--- config.mk ---
export PLATFORM = sky130hd
export DESIGN_NAME = ballot_input_ctrl
export DESIGN_NICKNAME = d
export VERILOG_FILES = /design/src/rtl/ballot_input_ctrl.sv
export SDC_FILE = /design/constraint.sdc
export NUM_CORES = 1
export LEC_CHECK = 0
export ABC_AREA = 1
export BUFFER_PORTS_ARGS = -buffer_cell sky130_fd_sc_hd__buf_2
export CAP_MARGIN = 0
export CORE_ASPECT_RATIO = 1.5
export CORE_MARGIN = 2
export CORE_UTILIZATION = 55
export CTS_CLUSTER_SIZE = 8
export DETAILED_ROUTE_END_ITERATION = 16
export GPL_ROUTABILITY_DRIVEN = 0
export PLACE_DENSITY = 0.73
export SLEW_MARGIN = 20
export SYNTH_ARGS = -nofsm -noshare
export SYNTH_HDL_FRONTEND = slang
export SYNTH_SLANG_ARGS = --single-unit
--- constraint.sdc ---
create_clock -name CLK -period 2.46 [get_ports CLK]
set_input_delay 0.492 -clock CLK [delete_from_list [all_inputs] [get_ports CLK]]
set_output_delay 0.492 -clock CLK [all_outputs]
set_load 0.03 [all_outputs]
--- src/rtl/ballot_input_ctrl.sv ---
// ============================================================================
//  Module   : ballot_input_ctrl
//  Purpose  : Voter button front end for the vote counter. Synchronises and
//             debounces P1/P2/P3/NOTA and issues at most one vote pulse per
//             ballot released by the presiding officer.
//  Options  : define BALLOT_TIMEOUT_EN to let an armed ballot expire after
//             TIMEOUT_CYCLES clocks.
//  Revision : 1.0 - initial release
// ============================================================================
`default_nettype none

module ballot_input_ctrl #(
    parameter int DEBOUNCE_CYCLES = 16,
    parameter int TIMEOUT_CYCLES  = 1024
) (
    input  logic CLK,
    input  logic CLEAR_N,
    input  logic BTN_P1,
    input  logic BTN_P2,
    input  logic BTN_P3,
    input  logic BTN_NOTA,
    input  logic BALLOT_ISSUE,
    output logic P1_VOTE,
    output logic P2_VOTE,
    output logic P3_VOTE,
    output logic NOTA_VOTE,
    output logic READY,
    output logic MULTI_ERR,
    output logic TIMEOUT
);

    localparam int             c_DB_W   = $clog2(DEBOUNCE_CYCLES + 1);
    localparam logic [c_DB_W-1:0] c_DB_MAX = c_DB_W'(DEBOUNCE_CYCLES);

    typedef enum logic [1:0] {
        S_IDLE    = 2'd0,
        S_ARMED   = 2'd1,
        S_CAST    = 2'd2,
        S_RELEASE = 2'd3
    } state_t;

    generate
        if (DEBOUNCE_CYCLES < 2 || TIMEOUT_CYCLES < 1) begin : g_bad_params
            $error("ballot_input_ctrl: DEBOUNCE_CYCLES must be >= 2 and TIMEOUT_CYCLES >= 1");
        end
    endgenerate

    // Bit order throughout: 0=P1, 1=P2, 2=P3, 3=NOTA
    logic [3:0] w_btn_raw;
    logic [3:0] w_level;
    logic [3:0] r_level_d;
    logic [3:0] r_press;
    logic [2:0] w_new;
    logic [1:0] w_press_idx;

    assign w_btn_raw = {BTN_NOTA, BTN_P3, BTN_P2, BTN_P1};

    generate
        for (genvar gi = 0; gi < 4; gi++) begin : g_btn
            logic              r_sync1;
            logic              r_sync2;
            logic              r_lvl;
            logic [c_DB_W-1:0] r_cnt;
            logic [c_DB_W-1:0] w_cnt_inc;

            assign w_cnt_inc = (r_cnt == c_DB_MAX) ? r_cnt : r_cnt + c_DB_W'(1);

            always_ff @(posedge CLK or negedge CLEAR_N) begin
                if (!CLEAR_N) begin
                    r_sync1 <= 1'b0;
                    r_sync2 <= 1'b0;
                    r_lvl   <= 1'b0;
                    r_cnt   <= '0;
                end else begin
                    r_sync1 <= w_btn_raw[gi];
                    r_sync2 <= r_sync1;
                    if (r_sync2 == r_lvl) begin
                        r_cnt <= '0;
                    end else if (w_cnt_inc == c_DB_MAX) begin
                        // Restart from zero so a bounce right after the
                        // toggle must again persist for the full window.
                        r_lvl <= ~r_lvl;
                        r_cnt <= '0;
                    end else begin
                        r_cnt <= w_cnt_inc;
                    end
                end
            end

            assign w_level[gi] = r_lvl;
        end
    endgenerate

    always_ff @(posedge CLK or negedge CLEAR_N) begin
        if (!CLEAR_N) begin
            r_level_d <= '0;
            r_press   <= '0;
        end else begin
            r_level_d <= w_level;
            r_press   <= w_level & ~r_level_d;
        end
    end

    assign w_new = {2'b00, r_press[0]} + {2'b00, r_press[1]}
                 + {2'b00, r_press[2]} + {2'b00, r_press[3]};

    always_comb begin
        w_press_idx = 2'd0;
        if (r_press[1]) w_press_idx = 2'd1;
        if (r_press[2]) w_press_idx = 2'd2;
        if (r_press[3]) w_press_idx = 2'd3;
    end

    logic r_issue_d;
    logic w_issue_rise;

    always_ff @(posedge CLK or negedge CLEAR_N) begin
        if (!CLEAR_N) r_issue_d <= 1'b0;
        else          r_issue_d <= BALLOT_ISSUE;
    end

    assign w_issue_rise = BALLOT_ISSUE & ~r_issue_d;

    state_t     r_state;
    state_t     w_state_next;
    logic [1:0] r_idx;
    logic [1:0] w_idx_next;
    logic       r_consumed;
    logic       w_consumed_next;
    logic       w_multi_evt;
    logic       w_timeout_evt;
    logic       w_to_expire;

`ifdef BALLOT_TIMEOUT_EN
    localparam int c_TO_W = $clog2(TIMEOUT_CYCLES + 1);

    logic [c_TO_W-1:0] r_to_cnt;

    assign w_to_expire = (r_state == S_ARMED) &&
                         (r_to_cnt == c_TO_W'(TIMEOUT_CYCLES - 1));

    // Cleared only in IDLE, so time spent armed before a rejected
    // multi-press still counts once the ballot is re-armed.
    always_ff @(posedge CLK or negedge CLEAR_N) begin
        if (!CLEAR_N) begin
            r_to_cnt <= '0;
        end else if (r_state == S_IDLE) begin
            r_to_cnt <= '0;
        end else if (r_state == S_ARMED && !w_to_expire) begin
            r_to_cnt <= r_to_cnt + c_TO_W'(1);
        end
    end
`else
    assign w_to_expire = 1'b0;
`endif

    always_comb begin
        w_state_next    = r_state;
        w_idx_next      = r_idx;
        w_consumed_next = r_consumed;
        w_multi_evt     = 1'b0;
        w_timeout_evt   = 1'b0;
        case (r_state)
            S_IDLE: begin
                if (w_issue_rise) begin
                    w_consumed_next = 1'b0;
                    w_state_next    = (|w_level) ? S_RELEASE : S_ARMED;
                end
            end
            S_ARMED: begin
                if (w_new == 3'd1) begin
                    w_idx_next   = w_press_idx;
                    w_state_next = S_CAST;
                end else if (w_new > 3'd1) begin
                    w_multi_evt  = 1'b1;
                    w_state_next = S_RELEASE;
                end else if (w_to_expire) begin
                    w_timeout_evt   = 1'b1;
                    w_consumed_next = 1'b1;
                    w_state_next    = S_RELEASE;
                end
            end
            S_CAST: begin
                w_consumed_next = 1'b1;
                w_state_next    = S_RELEASE;
            end
            S_RELEASE: begin
                if (!(|w_level)) begin
                    w_state_next = r_consumed ? S_IDLE : S_ARMED;
                end
            end
            default: begin
                w_state_next = S_IDLE;
            end
        endcase
    end

    logic [3:0] r_vote;
    logic       r_ready;
    logic       r_multi_err;
    logic       r_timeout;

    always_ff @(posedge CLK or negedge CLEAR_N) begin
        if (!CLEAR_N) begin
            r_state     <= S_IDLE;
            r_idx       <= 2'd0;
            r_consumed  <= 1'b0;
            r_vote      <= '0;
            r_ready     <= 1'b0;
            r_multi_err <= 1'b0;
            r_timeout   <= 1'b0;
        end else begin
            r_state     <= w_state_next;
            r_idx       <= w_idx_next;
            r_consumed  <= w_consumed_next;
            r_vote      <= (r_state == S_CAST) ? (4'b0001 << r_idx) : 4'b0000;
            r_ready     <= (r_state == S_ARMED);
            r_multi_err <= w_multi_evt;
            r_timeout   <= w_timeout_evt;
        end
    end

    assign P1_VOTE   = r_vote[0];
    assign P2_VOTE   = r_vote[1];
    assign P3_VOTE   = r_vote[2];
    assign NOTA_VOTE = r_vote[3];
    assign READY     = r_ready;
    assign MULTI_ERR = r_multi_err;
    assign TIMEOUT   = r_timeout;

endmodule

`default_nettype wire

Yosys cells after proc, flatten, opt, wreduce, memory -nomap -nowiden:

Index checks and enable logic that the tools add are counted.

* flip-flop bits (word level): 52
* input port bits: 7
* output and inout port bits: 7
* word-level logic and storage cells: 103

* magnitude comparators: 1
* shift-type cells: 1
* muxes and demuxes: 28
* equality and inequality tests: 19
* reduce and logical (&&, ||, !) cells: 10
* add/sub/neg operators: 7
* bitwise gates (word level): 12

Operators by type and width (count)
* two-way mux 5 bit: 12
* equality test 5 bit, second input constant: 8
* adder 5 x 1 -> 5 bit, second input constant: 4
* two-way mux 2 bit: 7
* AND reduction 2 bit: 6
* NOT 1 bit: 9
* one-hot mux 2 bit (4 select lines): 1
* two-way mux 1 bit: 6
* bitwise AND 4 bit: 1
* equality test 1 bit: 4
* equality test 2 bit, second input constant: 2
* two-way mux 4 bit: 1
* != test 2 bit, second input constant: 2
* NOT 4 bit: 1
* OR reduction 4 bit: 1
* << shifter 1 x 2 -> 4 bit, first input constant: 1
* adder 2 x 1 -> 3 bit: 1
* adder 3 x 1 -> 3 bit: 1
* equality test 3 x 1 -> 1 bit, second input constant: 1
* greater-than comparator 3 x 1 -> 1 bit, second input constant: 1
* != test 3 bit, second input constant: 1
* AND reduction 3 bit: 1
* adder 1 x 1 -> 2 bit: 1
* equality test 2 x 1 -> 1 bit, second input constant: 1
* other kinds (4): 4

Logic depth before layout (Yosys ltp):

Gate-level depths: netlist of run 1.

* word-level depth: 7
* mapped depth: 12
* mapped depth without buffers: 12

Worst setup path after synthesis of run 1:

Ideal clock, no wire load.

* path kind: register to register
* start: reg r_press[0]
* end: reg r_state[0]
* arrival: 1976 ps
* stages on the path, launching flop included: 13
* buffers on the path: 0
* required time: 2377 ps
* period minus slack after synthesis: 2058 ps
* setup slack: 402 ps
* setup time: 83 ps
* cells stage by stage: dfrtp_1 -> inv_1 -> fa_1 -> inv_1 -> ha_1 -> inv_1 -> ha_1 -> nand3b_1 -> nand2_1 -> nor2_1 -> nor2_1 -> o21ai_0 -> o21ai_0

* word-level cells in the longest chain between the ends: 6
* elaborated cells between the ends (all ways): 9
* those cells by class: add/sub: 3; order compare: 1; eq/ne: 2; mux: 2; reduce/logical: 1

Ends and longest elaborated chain
* start: declaration: line 52 `logic [3:0] r_press;`
* start signal: assignment: line 100 `r_press <= w_level & ~r_level_d;`
* adder 1 x 1 -> 2 bit (*): line 104 `assign w_new = {2'b00, r_press[0]} + {2'b00, r_press[1]}`
* adder 2 x 1 -> 3 bit (*): line 105 `+ {2'b00, r_press[2]} + {2'b00, r_press[3]};`
* adder 3 x 1 -> 3 bit (*): line 105
* greater-than comparator 3 x 1 -> 1 bit / equality test 3 x 1 -> 1 bit (equally long branches): line 174, 171
* != test 3 bit (no source line) / two-way mux 2 bit (equally long branches)
* AND reduction 3 bit (no source line) / one-hot mux 2 bit (4 select lines) (equally long branches)
* end signal: assignment: line 213 `r_state <= w_state_next;`
* end: declaration: line 124 `state_t r_state;`

Mark *: on every way between the ends. The rest lies on a longest branch, timed or not.
A chain may end at the register's enable or synchronous reset.

Worst setup path in the final report of run 1:

Same ends and word-level chain as after synthesis.

==> flow_summary.yaml, run 1 <==
status:
  outcome: "finished clean"
sta:
  min_period_ps: 2170
  whs_ps: 108
  finClkSkew_ps: 8.41
  setup_viol: 0
  hold_viol_final: 0
  rsz0062_at_grt: "false"
  tns_ps: 0
  slew_viol_final: 0
  fmax_ghz: 0.462
  final.period_utilization_pct: 88.1
grt:
  grt-ovfl-total: 0
  antenna_found_initial: 0
  grt_usage_pct: 17.5
  first_global_vias: 1754
  grt_max_degree: 21
  grt_pass1_wl_mm: 6.83
setup_path:
  crit_type: "flop to flop"
  worstPathRequired_ps: 2680
  path_max_fanout: 4
  endpoint_kind: "flop"
  start_kind: "flop"
  cp_data_arrival_time_ps: 2390
finish:
  drive_gt1_share_pct: 10.1
  final_common_cell: "dfrtp_1"
  layout_common_cells: "dfrtp_1, nand2_1, inv_1, nor2_1, nand3_1"
  nFillCells: 365
  fin_cells: 333
  nets: 311
  finalCoreUtilization_pct: 63.0
  antenna_cells: 0
  syn_to_final_growth_pct: 9.81
floorplan:
  coreArea_sq_mm: 0.00425
  die_height_um: 85.5
  die_area_sq_mm: 0.00499
  start_util_pct: 57.4
  fp-row-count: 29
  die_x_um: 58.3
  ioPinCount: 14
place:
  hpwl_mm: 2.88
  port-buffer-count: 12
  placed_cells: 325
logic_synthesis:
  yosysUniqueCellTypes: 21
  synth_top_family_by_area: "simple AND/OR/NAND/NOR gates"
  synth_compound_area_share_pct: 2.88
  ys_seq_area_share_pct: 53.4
  synthXorXnorAreaFrac_pct: 3.95
  syn_area_per_cell_sq_um: 9.16
  synthesis.area_sq_mm: 0.00244
  synth-adder-area-share_pct: 9.55
  synthCells: 266
  synth_mux_area_share_pct: 0.411
  yosys.area_share.simple_pct: 22.7
  synth_nets: 291
  yosysWarnings: 0
  synth_seq_cells: 52
clock_tree:
  cts_hold_buffers: 0
  h-tree-depth: 2
  numCtsBuffers: 5
  cts_root_buf: "clkbuf_8"
  clock_path_buffers: 2
  cts.sinks: 52
  clkLatencyLatePin_ps: 300
  cts_tree: "built"
  clk_pin_slew_ps: 90
pwr:
  cellPowerDensity_mw_per_mm2: 704
  peakVddDrop_mv: 0.680
  p_leak_nw: 1.43
job:
  drv_cap: 0
routing:
  viasPerCell: 5.16
  wire_per_inst_um: 11.1
  wl_mm: 3.70
  drc: 0
  drt-pass1-iter-count: 4
  drt-initial-drc-count: 31
  num_vias: 1718
  ant_nets: 0
worst_hold_path:
  hold_class: "input port to asynchronous set/reset pin"
## per-layer routing
| metal | routed length [um] | up-vias | global-route usage (%) |
|---|---|---|---|
| li1 | - | 866 | - |
| met1 | 1450 | 819 | 18.4 |
| met4 | 70 | 0 | 6.98 |
| met2 | 2060 | 25 | 32.3 |
| met5 | 0 | - | 0 |
| met3 | 121 | 8 | 4.07 |
## cell usage after synthesis
master    count  area [sq um]
a21oi_1       5          25.0
buf_4         1          7.51
conb_1        1          3.75
dfrtp_1      52          1300
fa_1          1          20.0
ha_1         17           213
inv_1        43           161
mux2i_1       1          10.0
nand2_1      46           173
nand2_2       4          25.0
nand3_1      19          95.1
nand3b_1      1          7.51
nand4_1       9          56.3
nor2_1       35           131
nor2_2        2          12.5
nor3_1        5          25.0
nor3b_1       2          15.0
o21ai_0       9          45.0
or2_0         2          12.5
xnor2_1       6          52.6
xor2_1        5          43.8
## area by class of cell
type,instances,area (sq um),area share (%)
multi-input combinational,170,968,36.2
sequential,52,1300,48.6
timing repair buffer,14,75.1,2.81
inverter,43,161,6.03
clock inverter,3,42.5,1.59
tap,46,57.6,2.15
clock buffer,5,68.8,2.57
## through the flow
step,setup WS (ps),power [W],instance area (sq um)
6_report,294,0.00188,2680
5_1_grt,60.0,0.00201,2680
4_1_cts,231,0.00190,2670
3_5_place_dp,236,0.00134,2560
3_3_place_gp,335,0.00132,2560
2_1_floorplan,402,0.00123,2440
## final timing paths
path | cells past startpoint | slack, ps | endpoint | startpoint
worst min register to register | 0 | 350 | g_btn[2].r_sync2$_DFF_PN0_ | g_btn[2].r_sync1$_DFF_PN0_
worst max register to register | 12 | 290 | r_state[0]$_DFFE_PN0P_ | r_press[0]$_DFF_PN0_
max in group asynchronous | 2 | 1740 | g_btn[1].r_cnt[4]$_DFF_PN0_ | CLEAR_N
min in group CLK | 1 | 300 | g_btn[2].r_sync1$_DFF_PN0_ | BTN_P3
worst min-delay path | 1 | 110 | g_btn[3].r_cnt[0]$_DFF_PN0_ | CLEAR_N
worst max-delay path | 12 | 290 | r_state[0]$_DFFE_PN0P_ | r_press[0]$_DFF_PN0_
## worst max-delay path: stages (launching register included)
cell and delay [ps]:
dfrtp_1 330, inv_1 50, fa_1 530, inv_1 40, ha_1 190, inv_1 80
ha_1 220, nand3b_1 170, nand2_1 110, nor2_1 60, nor2_2 150, o21ai_0 100
o21ai_0 80
## timing repair
action                     CTS  global route
setup buffers                0             0
setup endpoints to repair    0             1
resized for setup            0             1
## power breakdown
| group | internal (W) | switching [W] |
|---|---|---|
| combinational | 0.000129 | 0.000233 |
| clock | 0.000301 | 0.000260 |
| sequential | 0.000917 | 0.0000440 |
| total | 0.00135 | 0.000537 |
## logic make-up after synthesis
| logic type | Yosys count |
|---|---|
| simple gates | 125 |
| flops | 52 |
| buf+inv | 44 |
| fa+ha+maj | 18 |
| compound gates | 14 |
| xor+xnor | 11 |
| other cells | 1 |
| mux | 1 |
## flip-flops by register name (all words and copies together), names as in the netlist
register       cells
g_btn.r_sync1      4
r_level_d          4
r_consumed         1
r_state            2
g_btn.r_lvl        4
r_issue_d          1
g_btn.r_cnt       20
r_vote             4
r_idx              2
MULTI_ERR          1
g_btn.r_sync2      4
READY              1
r_press            4
(Power assumes the default switching activity.)
==> inputs of run 2 (changes only) <==
--- a/config.mk
+++ b/config.mk
@@ -5,7 +5,6 @@
 export SDC_FILE = /design/constraint.sdc
 export NUM_CORES = 1
 export LEC_CHECK = 0
-export ABC_AREA = 1
 export BUFFER_PORTS_ARGS = -buffer_cell sky130_fd_sc_hd__buf_2
 export CAP_MARGIN = 0
 export CORE_ASPECT_RATIO = 1.5
==> constraint.sdc (replaced) <==
create_clock -name CLK -period 2.6 [get_ports CLK]
set_input_delay 0.52 -clock CLK [delete_from_list [all_inputs] [get_ports CLK]]
set_output_delay 0.52 -clock CLK [all_outputs]
set_load 0.03 [all_outputs]
==> run 2 against run 1 <==
Compared with the run above:
- first-iteration DRC count down 3.2%
- count of clock-buffer cells in the layout up 1
- power down 5.2%
- register-to-register slack worse by 140 ps
- design area up 0.51%
- worst setup slack worse by 140 ps
- via count down 11%
- die area up 0.77%
- critical path type unchanged
- critical endpoint unchanged
==> flow_summary.yaml, run 2 <==
status:
  outcome: "finished clean"
clock_tree:
  h-tree-depth: 2
  numCtsBuffers: 5
  cts_tree: "built"
  cts_root_buf: "clkbuf_8"
  clkLatencyLatePin_ps: 290
  cts_hold_buffers: 0
  post_cts_buffers: 0
  post_cts_resized: 0
  cts.sinks: 52
  clk_pin_slew_ps: 90
  clock_path_buffers: 2
floorplan:
  die_height_um: 85.8
  start_util_pct: 57.9
  coreArea_sq_mm: 0.00425
  ioPinCount: 14
  die_area_sq_mm: 0.00503
  die_x_um: 58.6
  fp-row-count: 29
logic_synthesis:
  synth_compound_area_share_pct: 6.21
  yosys.area_share.simple_pct: 16.1
  yosysUniqueCellTypes: 35
  synthesis.area_sq_mm: 0.00246
  synth_top_family_by_area: "simple AND/OR/NAND/NOR gates"
  syn_area_per_cell_sq_um: 11.5
  synthXorXnorAreaFrac_pct: 6.42
  synth_area_leaders: "dfrtp_1, ha_1, xnor2_1"
  async_flop_share_pct: 100
  synth_seq_cells: 52
  ys_seq_area_share_pct: 53.0
  synth-edff-count: 0
  synth_ff_type: "dfrtp_1"
  post-synth-top-count-cell: "dfrtp_1"
  synth_mux_area_share_pct: 5.55
  yosysTopAreaCell: "dfrtp_1"
  synthCells: 214
  synth_nets: 239
  synth-adder-area-share_pct: 9.48
  ys_top_cells_by_count: "dfrtp_1, nor2_1, inv_1"
  yosysWarnings: 0
  synth_top_area_share_pct: 53.0
grt:
  grt-ovfl-total: 0
  grt_pass1_wl_mm: 6.23
  grt_usage_pct: 16.2
  antenna_found_initial: 0
  grt_max_degree: 29
  first_global_vias: 1480
sta:
  hold_viol_final: 0
  setup_viol: 0
  maxSlewHeadroom_pct: 58.6
  final.period_utilization_pct: 94.1
  fmax_ghz: 0.409
  slew_viol_final: 0
  tightest_slew_ps: 605
  finClkSkew_ps: 8.60
  tns_ps: 0
  min_period_ps: 2450
  whs_ps: 211
  rsz0062_at_grt: "false"
setup_path:
  path_max_fanout: 3
  endpoint_kind: "flop"
  cp_data_arrival_time_ps: 2630
  worstPathRequired_ps: 2780
  crit_type: "flop to flop"
  reg2reg_depth: 10
  start_kind: "flop"
job:
  drv_cap: 0
finish:
  syn_to_final_growth_pct: 9.48
  antenna_cells: 0
  regMostFlops: "g_btn.r_cnt"
  nets: 259
  largest_reg_flops: 20
  finalCoreUtilization_pct: 63.3
  final_common_cell: "dfrtp_1"
  layout_common_cells: "dfrtp_1, nor2_1, inv_1, ha_1, buf_2"
  drive_gt1_share_pct: 10.6
routing:
  wl_mm: 3.54
  drt-initial-drc-count: 30
  viasPerCell: 5.42
  drt-pass1-iter-count: 4
  drc: 0
  ant_nets: 0
  wire_per_inst_um: 12.6
  num_vias: 1522
pwr:
  switching_share_pct: 26.8
  comb_power_share_pct: 19.2
  intPower_w: 0.00131
  p_clk_share_pct: 29.5
  cellPowerDensity_mw_per_mm2: 664
  p_leak_nw: 1.31
  switchingPower_w: 0.000479
  peakVddDrop_mv: 0.486
  seqPwrFrac_pct: 51.2
place:
  hpwl_mm: 2.59
  port-buffer-count: 12
worst_hold_path:
  hold_class: "input port to asynchronous set/reset pin"
run 2: per-layer routing:
metal | GRT usage, % | vias to the layer above | share of wire, %
met5 | 0 | - | 0
met4 | 6.55 | 0 | 1.5
met3 | 3.62 | 6 | 2.5
met2 | 27.9 | 23 | 50
met1 | 19.1 | 735 | 46
li1 | - | 758 | -
run 2: final timing paths:
kind	start	end	slack [ps]
worst max-delay path	r_press[0]$_DFF_PN0_	r_state[0]$_DFFE_PN0P_	150
worst min-delay path	CLEAR_N	r_state[0]$_DFFE_PN0P_	210
worst max register to register	r_press[0]$_DFF_PN0_	r_state[0]$_DFFE_PN0P_	150
worst min register to register	g_btn[2].r_sync1$_DFF_PN0_	g_btn[2].r_sync2$_DFF_PN0_	350
max in group asynchronous	CLEAR_N	g_btn[3].r_sync1$_DFF_PN0_	2110
min in group CLK	BTN_P2	g_btn[1].r_sync1$_DFF_PN0_	330
run 2: worst max-delay path: stages (launching register included):
cell and delay (ps):
dfrtp_1 330, inv_1 50, fa_1 530, inv_1 40, ha_1 180, inv_1 90
ha_1 240, nor2_1 180, o21ai_0 120, a31oi_2 240, mux2_1 340
run 2: final cells by class:
class                           instances  area (sq um)
Fill cell                             349          1560
Sequential cell                        52          1300
Multi-Input combinational cell        143          1080
Timing Repair Buffer                   14          75.1
Clock buffer                            6          72.6
Inverter                               18          67.6
Tap cell                               46          57.6
Clock inverter                          2          35.0
run 2: cell families (layout without fill, tap and decap cells):
kind of cell,count (synthesis),after routing
AOI/OAI and AO/OA,21,21
xor gates and xnor gates,18,18
adders and majority gates,18,18
buffers and inverters,19,40
DFF,52,52
muxes,13,13
other,1,1
and+or+nand+nor,72,72
run 2: power by group through the flow:
stage	combinational, W	sequential (W)	clock [W]
after floorplan	0.000236	0.000948	0
after global placement	0.000337	0.000930	0
after detailed placement	0.000346	0.000932	0
after CTS	0.000348	0.000915	0.000550
after global routing	0.000387	0.000923	0.000582
final	0.000343	0.000914	0.000527
run 2: stage by stage:
stage                     instance area (sq um)  setup WS (ps)  total power [W]  instances
after global placement                     2580            261          0.00127        273
after detailed placement                   2580            188          0.00128        273
after global routing                       2690           10.9          0.00189        281
final                                      2690            153          0.00178        281
after floorplan                            2460            314          0.00118        214
after CTS                                  2690            170          0.00181        281
==> inputs of run 3 (changes only) <==
--- a/config.mk
+++ b/config.mk
@@ -13,6 +13,7 @@
 export CTS_CLUSTER_SIZE = 8
 export DETAILED_ROUTE_END_ITERATION = 16
 export GPL_ROUTABILITY_DRIVEN = 0
+export GPL_TIMING_DRIVEN = 0
 export PLACE_DENSITY = 0.73
 export SLEW_MARGIN = 20
 export SYNTH_ARGS = -nofsm -noshare
==> run 3 against run 2 <==
Compared with the run above:
- clock skew up 1.9 ps
- count of clock-buffer cells in the layout stayed put
- power shrank 3.5%
- clock power down 13%
- combinational power is 2% higher
- hold slack improved by 19 ps
- via count is 2.6% higher
- wire length grew 0.17%
- critical endpoint unchanged
- flip-flop and latch count stayed put
- critical path depth did not move
==> flow_summary.yaml, run 3 (synthesis results as in run 2) <==
status:
  outcome: "finished clean"
routing:
  num_vias: 1561
  drc: 0
  wire_per_inst_um: 12.7
  wl_mm: 3.55
  drt-initial-drc-count: 41
  ant_nets: 0
  drt-pass1-iter-count: 4
  viasPerCell: 5.58
pwr:
  p_leak_nw: 1.30
  total_power_w: 0.00172
  peakVddDrop_mv: 0.553
  cellPowerDensity_mw_per_mm2: 645
floorplan:
  die_area_sq_mm: 0.00503
  die_x_um: 58.6
  ioPinCount: 14
  coreArea_sq_mm: 0.00425
  start_util_pct: 57.9
  die_height_um: 85.8
  fp-row-count: 29
grt:
  grt_pass1_wl_mm: 6.22
  antenna_found_initial: 0
  grt-ovfl-total: 0
  first_global_vias: 1489
  grt_max_degree: 53
  grt_usage_pct: 16.2
finish:
  nets: 258
  largest_reg_flops: 20
  final_common_cell: "dfrtp_1"
  regMostFlops: "g_btn.r_cnt"
  antenna_cells: 0
  layout_common_cells: "dfrtp_1, nor2_1, inv_1, ha_1"
  syn_to_final_growth_pct: 8.66
  drive_gt1_share_pct: 10.7
clock_tree:
  h-tree-depth: 2
  clkLatencyLatePin_ps: 300
  cts_root_buf: "clkbuf_8"
  post_cts_buffers: 0
  clock_path_buffers: 2
  post_cts_resized: 0
  cts.sinks: 52
  cts_hold_buffers: 0
  numCtsBuffers: 5
  cts_tree: "built"
  clk_pin_slew_ps: 90
place:
  port-buffer-count: 12
  hpwl_mm: 2.56
setup_path:
  start_kind: "flop"
  path_max_fanout: 3
  worstPathRequired_ps: 2790
  cpMaxStageDelayCell: "fa_1"
  cp_common_cell: "inv_1"
  worst-path-buf-inv: 3
  crit_chain: "inv_1, fa_1, inv_1, ha_1, inv_1, ha_1, nor2_1, o21ai_0, a31oi_2, mux2_1"
  crit_type: "flop to flop"
  cp_data_arrival_time_ps: 2650
  cp_slowest_stage_delay_ps: 410
  crit_family: "adder cells"
  endpoint_kind: "flop"
sta:
  whs_ps: 230
  rsz0062_at_grt: "false"
  slew_viol_final: 0
  maxSlewHeadroom_pct: 58.3
  setup_viol: 0
  tns_ps: 0
  fmax_ghz: 0.405
  min_period_ps: 2470
  finClkSkew_ps: 10.5
  tightest_slew_ps: 625
  final.period_utilization_pct: 94.9
  hold_viol_final: 0
job:
  drv_cap: 0
worst_hold_path:
  hold_class: "input port to asynchronous set/reset pin"
-- run 3: changes by cell type in the layout (fill, tap and decap cells not counted) --
cell and change:
buf_2 -1, bufinv_16 -1, clkbuf_8 +1, clkinv_2 +1
clkbuf_1 -1
-- run 3: report_power, final --
part / leakage, nW / switching [W] / internal (W) / total (W)
logic: 0.566 / 0.000198 / 0.000151 / 0.000349
registers: 0.686 / 0.0000441 / 0.000869 / 0.000913
clock network: 0.0510 / 0.000248 / 0.000213 / 0.000460
-- run 3: worst paths after layout --
path	startpoint	end	slack (ps)	depth (start not counted)
setup reg to reg	r_press[3]$_DFF_PN0_	r_state[0]$_DFFE_PN0P_	130	10
hold / removal	CLEAR_N	r_state[1]$_DFFE_PN0P_	230	1
setup / recovery	r_press[3]$_DFF_PN0_	r_state[0]$_DFFE_PN0P_	130	10
max in group asynchronous	CLEAR_N	g_btn[0].r_cnt[0]$_DFF_PN0_	1940	1
hold reg to reg	g_btn[0].r_sync1$_DFF_PN0_	g_btn[0].r_sync2$_DFF_PN0_	350	0
min in group CLK	BTN_P2	g_btn[1].r_sync1$_DFF_PN0_	320	1
-- run 3: worst register-to-register path, stage by stage, from the launching register on --
cell,delay (ps)
dfrtp_1,390
inv_1,90
fa_1,410
inv_1,60
ha_1,160
inv_1,70
ha_1,280
nor2_1,170
o21ai_0,120
a31oi_2,270
mux2_1,350
-- run 3: area by class of cell --
| cell class | count | area (sq um) |
|---|---|---|
| timing repair buffer | 12 | 62.6 |
| sequential | 52 | 1300 |
| inverter | 18 | 67.6 |
| multi-input combinational | 143 | 1080 |
| clock buffer | 6 | 82.6 |
| clock inverter | 2 | 10.0 |
| buffer | 1 | 7.51 |
| fill | 351 | 1580 |
| tap | 46 | 57.6 |
-- run 3: layer usage --
layer	vias up	part of all wire (%)	GRT usage (%)
li1	759	-	-
met1	775	42	17.7
met2	23	54	29.4
met3	4	3.1	4.07
met4	0	0.87	5.71
met5	-	0	0
-- run 3: metrics by stage --
step | setup slack, ps | cell area (sq um) | cells | utilization (%)
after detailed placement | 150 | 2580 | 272 | 60.7
after CTS | 130 | 2670 | 280 | 62.9
after global placement | 216 | 2570 | 272 | 60.6
after floorplan | 314 | 2460 | 214 | -
after global routing | 13.5 | 2670 | 280 | 62.9
final | 134 | 2670 | 280 | 62.9
